[config.mk]
export PLATFORM = sky130hd
export DESIGN_NAME = br_lite_local_ni
export DESIGN_NICKNAME = d
export VERILOG_FILES = /design/src/rtl/br_lite_local_ni.sv
export SDC_FILE = /design/constraint.sdc
export NUM_CORES = 1
export LEC_CHECK = 0
export ABC_AREA = 1
export BUFFER_PORTS_ARGS = -buffer_cell sky130_fd_sc_hd__buf_2
export CORE_AREA = 2 2 234 178
export DETAILED_ROUTE_END_ITERATION = 12
export DIE_AREA = 0 0 236 180
export PLACE_DENSITY = 0.8
export SLEW_MARGIN = 20
export SYNTH_ARGS = -nofsm -noshare
export SYNTH_HDL_FRONTEND = slang
export SYNTH_SLANG_ARGS = --single-unit
[constraint.sdc]
create_clock -name clk_i -period 7.3 [get_ports clk_i]
set_clock_uncertainty 0.1 [all_clocks]
set_input_delay 1.095 -clock clk_i [delete_from_list [all_inputs] [get_ports clk_i]]
set_output_delay 1.095 -clock clk_i [all_outputs]
set_load 0.02 [all_outputs]
[src/rtl/br_lite_local_ni.sv]
// Network interface between a PE and the BR_LOCAL port of a BrLite router.
// TX side injects buffered PE broadcasts; RX side buffers router deliveries.
package br_lite_pkg;
   localparam int unsigned BR_ID_W = 4;
   localparam logic [1:0] BR_SVC_ALL = 2'd0;
   localparam logic [1:0] BR_SVC_TGT = 2'd1;
   localparam logic [1:0] BR_SVC_MON = 2'd2;

   typedef struct packed {
      logic [1:0]         service;
      logic [15:0]        seq_target;
      logic [15:0]        seq_source;
      logic [BR_ID_W-1:0] id;
      logic [31:0]        payload;
   } br_data_t;
endpackage

module br_lite_local_ni
   import br_lite_pkg::*;
#(
   parameter logic [15:0] SEQ_ADDRESS = 16'h0000,
   parameter int unsigned TX_DEPTH    = 4,
   parameter int unsigned RX_DEPTH    = 4
) (
   input  logic               clk_i,
   input  logic               rst_ni,
   input  logic               tx_valid_i,
   output logic               tx_ready_o,
   input  br_data_t           tx_data_i,
   output logic               rx_valid_o,
   input  logic               rx_ready_i,
   output br_data_t           rx_data_o,
   output br_data_t           flit_o,
   output logic               req_o,
   input  logic               ack_i,
   input  br_data_t           flit_i,
   input  logic               req_i,
   output logic               ack_o,
   input  logic               local_busy_i,
   output logic [BR_ID_W-1:0] tx_id_o
);
   localparam int unsigned TX_AW = $clog2(TX_DEPTH);
   localparam int unsigned RX_AW = $clog2(RX_DEPTH);

   typedef enum logic [1:0] {TX_IDLE = 2'd0, TX_REQ = 2'd1, TX_WAIT = 2'd2} tx_state_t;
   typedef enum logic [0:0] {RX_IDLE = 1'b0, RX_ACK = 1'b1} rx_state_t;

   br_data_t        tx_mem_r [TX_DEPTH];
   br_data_t        rx_mem_r [RX_DEPTH];
   logic [TX_AW:0]  tx_wr_ptr_r, tx_rd_ptr_r, tx_wr_ptr_s, tx_rd_ptr_s;
   logic [RX_AW:0]  rx_wr_ptr_r, rx_rd_ptr_r, rx_wr_ptr_s, rx_rd_ptr_s;
   tx_state_t       tx_state_r, tx_state_s;
   rx_state_t       rx_state_r, rx_state_s;
   logic            tx_push_s, tx_pop_s, tx_empty_s, tx_full_nxt_s, req_s;
   logic            rx_push_s, rx_pop_s, rx_full_s, rx_valid_nxt_s, ack_s;
   br_data_t        tx_entry_s, tx_head_s, flit_s;

   // TX FIFO bookkeeping; an MSB mismatch with equal low bits means full
   always_comb begin
      tx_push_s  = tx_valid_i && tx_ready_o;
      tx_empty_s = (tx_wr_ptr_r == tx_rd_ptr_r);
      tx_head_s  = tx_mem_r[tx_rd_ptr_r[TX_AW-1:0]];
      tx_entry_s = tx_data_i;
      tx_entry_s.seq_source = SEQ_ADDRESS;
      tx_entry_s.id         = tx_id_o;
      tx_wr_ptr_s = tx_push_s ? tx_wr_ptr_r + {{TX_AW{1'b0}}, 1'b1} : tx_wr_ptr_r;
      tx_rd_ptr_s = tx_pop_s  ? tx_rd_ptr_r + {{TX_AW{1'b0}}, 1'b1} : tx_rd_ptr_r;
      tx_full_nxt_s = (tx_wr_ptr_s[TX_AW] != tx_rd_ptr_s[TX_AW]) &&
                      (tx_wr_ptr_s[TX_AW-1:0] == tx_rd_ptr_s[TX_AW-1:0]);
   end

   // TX next-state: req_o is never withdrawn before the router acks
   always_comb begin
      tx_state_s = tx_state_r;
      req_s      = req_o;
      flit_s     = flit_o;
      tx_pop_s   = 1'b0;
      case (tx_state_r)
         TX_IDLE: begin
            if (!tx_empty_s && !local_busy_i) begin
               tx_state_s = TX_REQ;
               req_s      = 1'b1;
               flit_s     = tx_head_s;
            end else begin
               req_s = 1'b0;
            end
         end
         TX_REQ: begin
            if (ack_i) begin
               tx_state_s = TX_WAIT;
               req_s      = 1'b0;
               tx_pop_s   = 1'b1;
            end else begin
               req_s = 1'b1;
            end
         end
         TX_WAIT: begin
            if (!ack_i) begin
               tx_state_s = TX_IDLE;
            end else begin
               tx_state_s = TX_WAIT;
            end
         end
         default: begin
            tx_state_s = TX_IDLE;
            req_s      = 1'b0;
         end
      endcase
   end

   // TX state, handshake outputs, pointers and id counter
   always_ff @(posedge clk_i or negedge rst_ni) begin
      if (!rst_ni) begin
         tx_state_r  <= TX_IDLE;
         req_o       <= 1'b0;
         flit_o      <= '0;
         tx_wr_ptr_r <= '0;
         tx_rd_ptr_r <= '0;
         tx_ready_o  <= 1'b1;
         tx_id_o     <= '0;
      end else begin
         tx_state_r  <= tx_state_s;
         req_o       <= req_s;
         flit_o      <= flit_s;
         tx_wr_ptr_r <= tx_wr_ptr_s;
         tx_rd_ptr_r <= tx_rd_ptr_s;
         tx_ready_o  <= !tx_full_nxt_s;
         if (tx_push_s) begin
            tx_id_o <= tx_id_o + {{(BR_ID_W-1){1'b0}}, 1'b1};
         end
      end
   end

   // TX storage
   always_ff @(posedge clk_i) begin
      if (tx_push_s) begin
         tx_mem_r[tx_wr_ptr_r[TX_AW-1:0]] <= tx_entry_s;
      end
   end

   // RX FIFO bookkeeping
   always_comb begin
      rx_full_s   = (rx_wr_ptr_r[RX_AW] != rx_rd_ptr_r[RX_AW]) &&
                    (rx_wr_ptr_r[RX_AW-1:0] == rx_rd_ptr_r[RX_AW-1:0]);
      rx_pop_s    = rx_valid_o && rx_ready_i;
      rx_data_o   = rx_mem_r[rx_rd_ptr_r[RX_AW-1:0]];
      rx_wr_ptr_s = rx_push_s ? rx_wr_ptr_r + {{RX_AW{1'b0}}, 1'b1} : rx_wr_ptr_r;
      rx_rd_ptr_s = rx_pop_s  ? rx_rd_ptr_r + {{RX_AW{1'b0}}, 1'b1} : rx_rd_ptr_r;
      rx_valid_nxt_s = (rx_wr_ptr_s != rx_rd_ptr_s);
   end

   // RX next-state: one push per req assertion, ack held until req drops
   always_comb begin
      rx_state_s = rx_state_r;
      ack_s      = ack_o;
      rx_push_s  = 1'b0;
      case (rx_state_r)
         RX_IDLE: begin
            if (req_i && !rx_full_s) begin
               rx_state_s = RX_ACK;
               ack_s      = 1'b1;
               rx_push_s  = 1'b1;
            end else begin
               ack_s = 1'b0;
            end
         end
         RX_ACK: begin
            if (!req_i) begin
               rx_state_s = RX_IDLE;
               ack_s      = 1'b0;
            end else begin
               ack_s = 1'b1;
            end
         end
         default: begin
            rx_state_s = RX_IDLE;
            ack_s      = 1'b0;
         end
      endcase
   end

   // RX state, ack and pointers
   always_ff @(posedge clk_i or negedge rst_ni) begin
      if (!rst_ni) begin
         rx_state_r  <= RX_IDLE;
         ack_o       <= 1'b0;
         rx_wr_ptr_r <= '0;
         rx_rd_ptr_r <= '0;
         rx_valid_o  <= 1'b0;
      end else begin
         rx_state_r  <= rx_state_s;
         ack_o       <= ack_s;
         rx_wr_ptr_r <= rx_wr_ptr_s;
         rx_rd_ptr_r <= rx_rd_ptr_s;
         rx_valid_o  <= rx_valid_nxt_s;
      end
   end

   // RX storage
   always_ff @(posedge clk_i) begin
      if (rx_push_s) begin
         rx_mem_r[rx_wr_ptr_r[RX_AW-1:0]] <= flit_i;
      end
   end
endmodule

Word level (Yosys, flattened, before mapping)
Memories as Yosys holds them, arrays and structs flattened. A register that Yosys moved wholly into a read port is not among the register bits. Cells that the tools add are included.

Flip-flop bits (word level): 38. Memory bits (writable): 496. Input bits: 147. Output and inout bits: 148. Memories: 2.

$add $sub $neg: 5. Equality and inequality tests: 10. Mux-type cells: 21. Bitwise operators: 1. Reduce and logical (&&, ||, !) cells: 14.

Memory list: rx_mem_r (depth 4, width 70, read ports 1, clocked after memory_dff 0, wr ports 1, RTL line 49) `br_data_t rx_mem_r [RX_DEPTH];`; tx_mem_r (depth 4, width 54, read ports 1, clocked after memory_dff 1, wr ports 1, RTL line 48) `br_data_t tx_mem_r [TX_DEPTH];`.

Operator list (number): 3-bit by 1-bit adder with 3-bit output (second input constant) (4); 3-bit two-way mux (4); 1-bit two-way mux (11); 1-bit logical AND (6); 2-bit two-way mux (3); 2-bit case mux with 3 select lines (1); 1-bit logical NOT (5); 4-bit by 1-bit adder with 4-bit output (second input constant) (1); 2-bit == test (2); 2-bit != test (second input constant) (2); 2-bit AND reduction (2); 3-bit == test (1); 3-bit != test (1); 1-bit case mux with 3 select lines (1); 2-bit by 1-bit == test with 1-bit output (second input constant) (1); 2-bit == test (second input constant) (1); 2-bit logical NOT (1); 1-bit != test (2); 1-bit case mux with 2 select lines (1); 1-bit NOT (1).

Depth between registers and ports, before layout
Word-level depth: 8. Gate-level depth with buffers: 11. Depth with buffers taken out: 10.

Worst setup path before layout
OpenSTA, ideal clock, no wires.

Kind: input port to flip-flop. Start: input req_i. End: memory rx_mem_r[0][0] (netlist name) (enable). Arrival time: 4.506 ns. Path slack: 2.195 ns. Cell stages on the path: 4. Buffers on the path: 0. Cells stage by stage: inv_1 -> nor2_1 -> nand2_4 -> nor2_1.

Longest elaborated chain between the ends: 5.

RTL lines: from (decl) (RTL line 37) `input logic req_i,`; 1-bit logical AND (RTL line 159) `if (req_i && !rx_full_s) begin`; 1-bit two-way mux (RTL line 159); 1-bit two-way mux (RTL line 157) `case (rx_state_r)`; 1-bit two-way mux (RTL line 201) `if (rx_push_s) begin`; 1-bit two-way mux (implied by the code) (RTL line 202) `rx_mem_r[rx_wr_ptr_r[RX_AW-1:0]] <= flit_i;`; to (decl) (RTL line 49).

Every way passes these cells.

==> run metrics <==
P_leak=slightly above 9 nW; number of flops mapped to enable cells by yosys=496; Rows=64; outcome=completed; via-per-instance ratio=5.66; routed vias=approximately 14000; worst vdd ir=about 330 uV; Initial Utilization=0.542; # fillers=between 2000 and 3000; clock slew at reported path FFs=0.07 ns; worst skew pair latency=between 0.5 and 0.6 ns; Yosys top cell by area=edfxtp_1; setup violators final=0; I/O Pins=approximately 300; sequential-to-total area share from yosys stat=0.769; worst-path maximum fanout=82; vias in the first global route=~13000; antenna violation net count after detailed routing=0; final wirelength=~47 mm; Die W=between 200 and 250 um; CTS tree=done; Total GRT Usage=0.220; cells after synthesis=1595; post-DR wirelength/cell=between 15 and 20 um; Post-synth ARST share=0.133; # port buffers=258; Nets=1991; synth unique cells=28; synth top area cells=edfxtp_1 68%, dfrtp_1 8.6%, nor2_1 7.2%; CTS buffer count=53; Die Y=approximately 180 um; Post-CTS Resized=0; global-route wire length before repair=about 73 mm; final worst-path cycle share=0.587; Core Footprint=just over 40000 um2; Yosys top cell area share=0.682; maximum clock frequency=between 0.2 and 0.25 GHz; Placer Congestion=0.801; Area Growth Syn to Fin=15.8%; pre-CTS WS=~3.4 ns; CP Launch Type=flip-flop; Avg Inst Size Synth=13.7 um2; Cell Area, Synth=21800 um2; PD cells=approximately 440 nW/um2; CTS sink cnt=between 500 and 600; setup TNS=0 ns; max cap viols=0; initial antenna violation count=8; Critical Path Sink Type=output port; layout cell share with drive strength beyond 1=0.206; RSZ-0062 raised after global routing=no; actual slew at the worst max-slew pin=0.964 ns; clock buffer depth=3; DR pass1 iterations=5; relative slew slack=0.356; Die Footprint=42500 um2; worst setup margin=3.02 ns; synth warn=0; largest net degree at the start of global routing=roughly 110; violation count after the first detailed-route iteration=917; gr ovfl total=0; FF/Latch Area=approximately 17000 um2; H-Tree Depth=2; clock root cell=clkbuf_16; FF+latch count, synth=572; min cycle time layout=around 4.3 ns; DRC=0; hpwl dp=approximately 26 mm; Max Transition Viols Final=0; worst hold path class=in2async; area of the multi-input gates=4440 um2; Hold Vio Cnt, Final=0; total setup buffers inserted after CTS=0; Arr. time, crit path=slightly above 3 ns; top_reg_cell synth=edfxtp_1; crit path kind=reg2out; cts hold-fix bufs=0; critical path required time=about 6.1 ns
## state kept, by name (all words and copies together) (netlist names)
signal,flops
tx_ready_o,1
tx_mem_r,216
rx_valid_o,1
flit_o,54
rx_state_r,1
req_o,1
rx_rd_ptr_r,3
rx_mem_r,280
tx_id_o,4
tx_state_r,2
tx_rd_ptr_r,3
tx_wr_ptr_r,3
rx_wr_ptr_r,3
## synthesized netlist by cell type, types with 2 or more instances
cell type	number
a21oi_1	54
buf_2	29
buf_4	23
buf_6	6
clkbuf_1	53
dfrtp_1	75
edfxtp_1	496
ha_1	11
inv_1	28
inv_2	3
nand2_1	30
nand2_2	3
nand2_4	2
nand3_1	15
nand3_2	2
nor2_1	421
o21ai_0	197
o22ai_1	70
o32ai_1	54
xnor2_1	6
xnor2_2	2
xor2_1	9
## layer usage
| layer | vias up | wire [um] | GRT usage | part of all wire |
|---|---|---|---|---|
| met5 | - | 7 | 0 | 0.00015 |
| met4 | 2 | 1490 | 0.0838 | 0.032 |
| met3 | 94 | 3270 | 0.0407 | 0.069 |
| met2 | 507 | 23200 | 0.359 | 0.49 |
| met1 | 6761 | 19400 | 0.297 | 0.41 |
| li1 | 6277 | - | - | - |
## metrics by stage
step | util | power [mW] | hold WS, ns | std cells | instance area, um2
floorplan | - | 7.29 | 0.404 | 1610 | 21900
global placement | 0.583 | 8.37 | 0.383 | 2303 | 23500
detailed placement | 0.583 | 8.52 | 0.392 | 2303 | 23500
CTS | 0.626 | 11.3 | 0.242 | 2401 | 25200
global route | 0.628 | 11.9 | 0.245 | 2408 | 25300
finish | 0.628 | 11.2 | 0.262 | 2411 | 25300
## cell families after synthesis
logic type	Yosys count	synth area share
AND/OR/NAND/NOR	474	0.0845
buffers and inverters	143	0.0323
AO/OA/AOI/OAI	377	0.100
XOR/XNOR	17	0.00751
other	1	0.000172
adder cells (fa/ha/maj)	11	0.00630
flip-flops	572	0.769
## cells in the final DEF, fill, tap and decap left out, types with 2 or more instances in the layout
master | synthesis | routed
dfrtp_1 | 75 | 71
edfxtp_1 | 496 | 496
diode_2 | 0 | 7
xnor2_1 | 6 | 6
bufinv_16 | 0 | 6
dfrtp_2 | 0 | 3
a21oi_1 | 54 | 54
buf_2 | 29 | 257
inv_1 | 28 | 27
clkbuf_1 | 53 | 9
nand3_1 | 15 | 15
o22ai_1 | 70 | 70
o32ai_1 | 54 | 54
xor2_1 | 9 | 9
nand2_1 | 30 | 30
clkinvlp_4 | 0 | 2
ha_1 | 11 | 11
nor2_4 | 0 | 7
nor2_1 | 421 | 414
clkbuf_16 | 0 | 54
nand2_2 | 3 | 3
clkinv_2 | 0 | 17
nand2_4 | 2 | 2
o21ai_0 | 197 | 197
xnor2_2 | 2 | 2
clkinv_1 | 0 | 9
conb_1 | 1 | 16
buf_16 | 0 | 2
nand3_2 | 2 | 2
buf_4 | 23 | 20
## path summary, 6_finish.rpt
kind / slack [ns] / cells past startpoint / endpoint / startpoint
min in group clk_i: 0.40 / 2 / flit_o[4] / flit_o[4]
worst max register to register: 3.92 / 8 / rx_mem_r[3][25] / rx_rd_ptr_r[1]
worst min register to register: 0.40 / 2 / flit_o[4] / flit_o[4]
worst max-delay path: 3.02 / 6 / rx_data_o[26] / rx_rd_ptr_r[0]
max in group asynchronous: 5.55 / 2 / rx_rd_ptr_r[0] / rst_ni
worst min-delay path: 0.26 / 1 / flit_o[23] / rst_ni
## cell type report
class                   count  area share
clock inverters            35      0.0139
inverters                  31     0.00475
clock buffers              63      0.0548
flip-flops and latches    572       0.664
diodes                      7    0.000692
well taps                 528      0.0261
multi-input cells         895       0.176
repair buffers            280      0.0597
## power by group
group	internal, mW	switching, mW
registers	4.32	0.297
clock network	1.57	1.16
logic	1.13	2.74
## worst max-delay path, cell delays in order (launching register included)
cell      delay (ns)
dfrtp_4         0.79
clkinv_2        0.50
buf_4           0.39
buf_16          0.26
o21ai_0         0.19
o22ai_1         0.13
buf_2           0.18
Note: power is estimated with default switching activity, not from simulation.
